===== config.mk =====
export PLATFORM = sky130hd
export DESIGN_NAME = cache_refill_ctrl
export DESIGN_NICKNAME = d
export VERILOG_FILES = /design/src/rtl/cache_pkg.sv /design/src/rtl/cache_lru.sv /design/src/rtl/cache_refill_ctrl.sv
export SDC_FILE = /design/constraint.sdc
export NUM_CORES = 1
export LEC_CHECK = 0
export BUFFER_PORTS_ARGS = -buffer_cell sky130_fd_sc_hd__buf_2
export CORE_ASPECT_RATIO = 1.4
export CORE_MARGIN = 10
export CORE_UTILIZATION = 38
export CTS_BUF_LIST = sky130_fd_sc_hd__clkbuf_4 sky130_fd_sc_hd__clkbuf_8 sky130_fd_sc_hd__clkbuf_16
export CTS_CLUSTER_DIAMETER = 200
export DETAILED_ROUTE_END_ITERATION = 8
export GPL_TIMING_DRIVEN = 1
export PLACE_DENSITY = 0.9
export SETUP_SLACK_MARGIN = 0.4
export SLEW_MARGIN = 20
export SYNTH_ARGS = -nofsm -noshare
export SYNTH_HDL_FRONTEND = slang
export SYNTH_SLANG_ARGS = --single-unit

===== constraint.sdc =====
create_clock -name clk -period 1.8 [get_ports clk]
set_clock_uncertainty 0.15 [all_clocks]
set_input_delay 0.18 -clock clk [delete_from_list [all_inputs] [get_ports clk]]
set_output_delay 0.18 -clock clk [all_outputs]
set_load 0.02 [all_outputs]

===== src/rtl/cache_pkg.sv =====
// Shared definitions for the cache refill controller and the tag/data tables.
// Holds the default geometry, the byte-address field positions and the
// refill FSM state encoding.
package cache_pkg;

    // Default cache geometry: 24-bit tag, 8 lines, 8 words of 32 bits per block.
    localparam int TAG_W = 24;
    localparam int IDX_W = 3;
    localparam int WORDS = 8;

    // Byte-address field positions for the default geometry:
    // {tag[31:8], line[7:5], word[4:2], byte[1:0]}.
    localparam int ADDR_BYTE_LSB = 0;
    localparam int ADDR_WORD_LSB = 2;
    localparam int ADDR_WORD_MSB = 4;
    localparam int ADDR_LINE_LSB = 5;
    localparam int ADDR_LINE_MSB = 7;
    localparam int ADDR_TAG_LSB  = 8;
    localparam int ADDR_TAG_MSB  = 31;

    // Refill FSM states.
    typedef enum logic [1:0] {
        IDLE   = 2'd0,
        FILL   = 2'd1,
        COMMIT = 2'd2
    } state_t;

endpackage


===== src/rtl/cache_lru.sv =====
// Per-line LRU bit array for the two-way cache.
// Each bit names the way to be replaced next on that line. Read is
// combinational by line; one line can be updated per cycle.
module cache_lru #(
    parameter int IDX_W = cache_pkg::IDX_W
) (
    input  logic             clk,
    input  logic             rst,
    input  logic [IDX_W-1:0] rd_line,
    output logic             rd_victim,
    input  logic             upd_en,
    input  logic [IDX_W-1:0] upd_line,
    input  logic             upd_victim
);
    import cache_pkg::*;

    localparam int LINES = 1 << IDX_W;

    logic [LINES-1:0] lru_q;

    assign rd_victim = lru_q[rd_line];

    // LRU bits: cleared on reset, one line rewritten per update.
    always_ff @(posedge clk) begin
        if (rst) begin
            lru_q <= '0;
        end else if (upd_en) begin
            lru_q[upd_line] <= upd_victim;
        end
    end

endmodule


===== src/rtl/cache_refill_ctrl.sv =====
// Two-way cache miss/refill controller.
// On a miss it latches the address and victim way, streams WORDS beats from
// memory into the data table, then writes the tag in a single COMMIT cycle.
// Build option: define CACHE_LRU_EN for a per-line LRU victim choice (via
// cache_lru); otherwise a single global round-robin bit picks the victim.
//
// Handshake: mem_req is held high for the whole FILL state; each cycle with
// mem_ready high delivers one beat on mem_rdata for the word on mem_addr,
// and mem_addr advances on the following cycle. mem_ready is ignored
// outside FILL.
module cache_refill_ctrl #(
    parameter int TAG_W = cache_pkg::TAG_W,
    parameter int IDX_W = cache_pkg::IDX_W,
    parameter int WORDS = cache_pkg::WORDS
) (
    input  logic             clk,
    input  logic             rst,
    input  logic             cpu_req,
    input  logic [31:0]      cpu_addr,
    input  logic             hit,
    input  logic             channel,
    output logic             stall,
    output logic             mem_req,
    output logic [31:0]      mem_addr,
    input  logic             mem_ready,
    input  logic [31:0]      mem_rdata,
    output logic             tag_write,
    output logic             tag_pos,
    output logic [IDX_W-1:0] tag_line,
    output logic [TAG_W-1:0] tag_value,
    output logic             data_write,
    output logic             data_pos,
    output logic [IDX_W-1:0] data_line,
    output logic [2:0]       data_word,
    output logic [31:0]      data_value,
    output logic [1:0]       dbg_state
);
    import cache_pkg::*;

    localparam int WORD_W   = $clog2(WORDS);
    localparam int LINE_LSB = ADDR_WORD_LSB + WORD_W;
    localparam int TAG_LSB  = LINE_LSB + IDX_W;

    state_t            state_q;
    state_t            state_d;
    state_t            state_out;
    logic [WORD_W-1:0] word_cnt_q;
    logic [TAG_W-1:0]  tag_q;
    logic [IDX_W-1:0]  line_q;
    logic              victim_q;

    logic [TAG_W-1:0]  cpu_tag;
    logic [IDX_W-1:0]  cpu_line;
    logic              miss;
    logic              last_beat;
    logic              victim_rd;

    assign cpu_tag   = cpu_addr[TAG_LSB +: TAG_W];
    assign cpu_line  = cpu_addr[LINE_LSB +: IDX_W];
    assign miss      = cpu_req & ~hit;
    assign last_beat = mem_ready && (word_cnt_q == WORD_W'(WORDS - 1));
    assign dbg_state = state_q;

`ifdef CACHE_LRU_EN
    logic             repl_upd;
    logic [IDX_W-1:0] repl_line;
    logic             repl_victim;
    logic             unused_addr_bits;

    // Replacement update: a hit makes the other way next victim; a commit
    // makes the way just filled most recent.
    always_comb begin
        repl_upd    = 1'b0;
        repl_line   = cpu_line;
        repl_victim = ~channel;
        if (state_q == IDLE && cpu_req && hit) begin
            repl_upd = 1'b1;
        end else if (state_q == COMMIT) begin
            repl_upd    = 1'b1;
            repl_line   = line_q;
            repl_victim = ~victim_q;
        end
    end

    cache_lru #(
        .IDX_W(IDX_W)
    ) u_lru (
        .clk        (clk),
        .rst        (rst),
        .rd_line    (cpu_line),
        .rd_victim  (victim_rd),
        .upd_en     (repl_upd),
        .upd_line   (repl_line),
        .upd_victim (repl_victim)
    );

    assign unused_addr_bits = ^cpu_addr[LINE_LSB-1:0];
`else
    logic rr_q;
    logic unused_addr_bits;

    // Global round-robin victim: flips once per committed refill only.
    always_ff @(posedge clk) begin
        if (rst) begin
            rr_q <= 1'b0;
        end else if (state_q == COMMIT) begin
            rr_q <= ~rr_q;
        end
    end

    assign victim_rd        = rr_q;
    assign unused_addr_bits = ^{cpu_addr[LINE_LSB-1:0], channel};
`endif

    // State register.
    always_ff @(posedge clk) begin
        if (rst) begin
            state_q <= IDLE;
        end else begin
            state_q <= state_d;
        end
    end

    // Next-state logic: miss starts a refill, the last beat commits.
    always_comb begin
        state_d = state_q;
        case (state_q)
            IDLE:    if (miss) state_d = FILL;
            FILL:    if (last_beat) state_d = COMMIT;
            COMMIT:  state_d = IDLE;
            default: state_d = IDLE;
        endcase
    end

    // Refill context: latched on the missing access, beat counter in FILL.
    always_ff @(posedge clk) begin
        if (rst) begin
            word_cnt_q <= '0;
            tag_q      <= '0;
            line_q     <= '0;
            victim_q   <= 1'b0;
        end else begin
            case (state_q)
                IDLE: begin
                    if (miss) begin
                        tag_q      <= cpu_tag;
                        line_q     <= cpu_line;
                        victim_q   <= victim_rd;
                        word_cnt_q <= '0;
                    end
                end
                FILL: begin
                    // After the last beat the FSM leaves FILL, so no extra beat.
                    if (mem_ready) word_cnt_q <= word_cnt_q + 1'b1;
                end
                default: ;
            endcase
        end
    end

    // Outputs: driven from the registered state; reset forces IDLE behaviour
    // so nothing leaks from an abandoned refill during the reset cycle.
    always_comb begin
        state_out  = rst ? IDLE : state_q;
        stall      = miss;
        mem_req    = 1'b0;
        mem_addr   = '0;
        tag_write  = 1'b0;
        tag_pos    = 1'b0;
        tag_line   = '0;
        tag_value  = '0;
        data_write = 1'b0;
        data_pos   = 1'b0;
        data_line  = '0;
        data_word  = '0;
        data_value = '0;
        case (state_out)
            FILL: begin
                stall    = 1'b1;
                mem_req  = 1'b1;
                mem_addr = {tag_q, line_q, word_cnt_q, 2'b00};
                if (mem_ready) begin
                    data_write = 1'b1;
                    data_value = mem_rdata;
                    data_word  = 3'(word_cnt_q);
                    data_line  = line_q;
                    data_pos   = victim_q;
                end
            end
            COMMIT: begin
                stall     = 1'b1;
                tag_write = 1'b1;
                tag_pos   = victim_q;
                tag_line  = line_q;
                tag_value = tag_q;
            end
            default: ;
        endcase
    end

endmodule


==> metrics.txt <==
Hold Vio Cnt, Final=0; global-route wire length before repair=14600 um; violated checks=setup timing; status=finished with violations; Worst path max stage delay=0.34 ns; sequential cell area fraction in the yosys report=33.8%; largest net degree at the start of global routing=44; setup slack at placement=0.0634 ns; Syn. warnings=0; clk sink count=34; Setup crit end kind=primary output; RD Place Congestion=0.789; slowest CP cell=dfxtp_4; vias per inst=5.15; worst hold stages=3; clk root buf=clkbuf_8; min Tclk post-route=1.99 ns; unrepaired setup endpoints after global routing=yes; share of layout cells above drive strength 1=65.1%; die span in y=106 um; f_max=503 MHz; Area Overhead vs Synth=121%; Die Wd=81.5 um; Cells after Synth=272; flops & latches, synth=34; CTS Buffer Depth=2; IO Count=175; Slew headroom=55.1%; DRC=0; critical path's most frequent cell=buf_12; TritonCTS Buffers=5; critical path fanouts, max=14; TritonRoute pass-1 iters=5; antenna-violating nets left=0; Clk pin slew, worst setup/hold paths=0.07 ns; fin cells=533; grt ovf=0; H-tree levels=2; startpoint types=register; Final #Nets=540; Final period util=110%; PortBufs=166; Max Cap Viol=0; fin. max-slew vios=0; Filler Cells Inserted=256; initial antenna violation count=0; WP depth=7; vias in the first global route=2870; PwrDens=479 nW/um2; Syn Area/Cell=7.41 um2; Post-DP Area=3030 um2; Peak supply drop=0.000599 V; Final Cell Area=4440 um2; # diodes=0; worst-path cell chain=or2b_4, inv_2, ha_4, buf_12, buf_12, and2_2, buf_6; Post-DP HPWL=6010 um; worst endpoint required time=1.47 ns; Synth Cell Area=2010 um2; Via Count=2747; Worst-Margin Slew=0.674 ns; fin worst setup slack=-0.188 ns; TritonCTS clock tree=done; Pleak=0.00209 uW; DRT iter0 DRCs=111; GRT Total Usage=21.0%; Crit path arrival time=1.66 ns; area of the die=8650 um2; Total Routed Length=10800 um; Inst Count DP=488; final setup fails=131; Worst Path Buf+Inv=4; Rows=31; Reg2Reg Depth=7; CP top delay family=buffers and inverters; Yosys cell types=26; Core ar.=5160 um2; WL per Instance=20.3 um; worst skew pair latency=0.29 ns; Hold Path Class=in2reg; Initial Utilization=39.0%; WS Path Type=reg2out
-- state kept, by name, summed over array words and instances, names as in the netlist --
register / count
word_cnt_q: 3
line_q: 3
victim_q: 1
dbg_state: 2
rr_q: 1
tag_q: 24
-- synth_stat cells --
cell / number / area share [%]
o21ai_0: 1 / 0.25
xnor2_1: 1 / 0.43
a21oi_2: 2 / 0.87
and3b_1: 1 / 0.43
nor4b_4: 1 / 1.2
nor3_1: 1 / 0.25
buf_6: 5 / 2.8
conb_1: 1 / 0.19
nand3_2: 1 / 0.50
nor2b_1: 1 / 0.31
nand3_1: 2 / 0.50
a21oi_1: 30 / 7.5
or4b_1: 1 / 0.50
buf_4: 2 / 0.75
nand3b_1: 2 / 0.75
nand2_1: 59 / 11
or2b_1: 1 / 0.37
clkbuf_1: 17 / 3.2
dfxtp_1: 34 / 34
inv_1: 3 / 0.56
ha_1: 4 / 2.5
buf_2: 1 / 0.25
nand2b_1: 2 / 0.62
and2_1: 59 / 18
nor2_1: 1 / 0.19
and3_1: 39 / 12
-- through the flow --
step	util [%]	TNS, ns	total power (uW)	hold slack [ns]
final	86.2	-14.59	2130	0.0114
after global routing	86.2	-20.00	2190	0.00727
after global placement	58.7	0	1080	0.276
after detailed placement	58.7	0	1100	0.282
after floorplan	-	0	983	0.162
after CTS	78.3	-15.27	2070	0.00592
-- metal layers --
layer  GRT usage (%)  up-vias  share of wire [%]
li1                -     1274                  -
met1            19.2     1269                 33
met2            39.1      172                 52
met3            8.26       32                 12
met4            9.06        0                3.0
met5               0        -                  0
-- what timing repair did --
action	CTS	global route
hold buffers	25	0
hold endpoints to repair	25	0
buffers inserted	5	2
gates resized for setup	146	127
pin swaps	6	13
setup endpoints to repair	133	134
gates cloned	4	1
-- cells in the final DEF, fill, tap and decap left out --
master,netlist,routed
and3b_1,1,1
inv_1,3,2
and2_2,0,11
a21oi_1,30,28
buf_16,0,4
and2_1,59,11
bufinv_16,0,2
and3_2,0,3
nor3_1,1,1
dlygate4sd3_1,0,25
dfxtp_4,0,2
buf_12,0,7
nor2b_1,1,1
ha_4,0,2
buf_6,5,88
nand3_2,1,3
nand3b_1,2,2
nor2_1,1,1
o21ai_4,0,1
nand2_2,0,6
nand2b_1,2,1
conb_1,1,2
or4b_4,0,1
ha_1,4,2
inv_2,0,1
and2_4,0,37
clkbuf_16,0,1
buf_2,1,81
a21oi_2,2,4
buf_4,2,5
clkbuf_8,0,6
xnor2_1,1,1
nor4b_4,1,1
or2b_4,0,1
nand2b_4,0,1
and3_4,0,36
nand2_1,59,53
dfxtp_1,34,32
-- tightest hold or removal path, delay by kind of cell --
family / cells / cell delay, ns
buf+inv: 1 / 0.10
compound gates: 1 / 0.06
simple gates: 1 / 0.05
-- final cells by class --
cell class | instances | area (um2) | share of cell area [%]
tap | 66 | 82.6 | 1.86
inverter | 3 | 11.3 | 0.253
clock inverter | 2 | 60.1 | 1.35
clock buffer | 6 | 82.6 | 1.86
timing repair buffer | 211 | 1960 | 44.1
multi-input combinational | 211 | 1560 | 35.1
sequential | 34 | 688 | 15.5
-- worst paths after layout --
path                                   from                      to  slack, ns
setup / recovery  dbg_state[1]$_SDFFE_PP0P_           tag_value[10]      -0.19
hold / removal                 cpu_addr[20]  tag_q[12]$_SDFFE_PP0P_       0.01
setup reg to reg  dbg_state[1]$_SDFFE_PP0P_  tag_q[10]$_SDFFE_PP0P_      -0.13
hold reg to reg      tag_q[14]$_SDFFE_PP0P_  tag_q[14]$_SDFFE_PP0P_       0.33
-- power breakdown --
part           internal, uW  switching [uW]
Sequential              782            30.8
Combinational           226             208
Clock                   591             291
Total                  1600             530
-- cells by family (layout without fill, tap and decap cells) --
logic type / count (synthesis) / after routing / synth area share [%]
xor+xnor: 1 / 1 / 0.435
fa+ha+maj: 4 / 4 / 2.48
simple gates: 171 / 171 / 47.0
buf+inv: 28 / 222 / 7.51
flops: 34 / 34 / 33.8
other cells: 1 / 2 / 0.186
compound gates: 33 / 33 / 8.57
(Power assumes the default switching activity.)
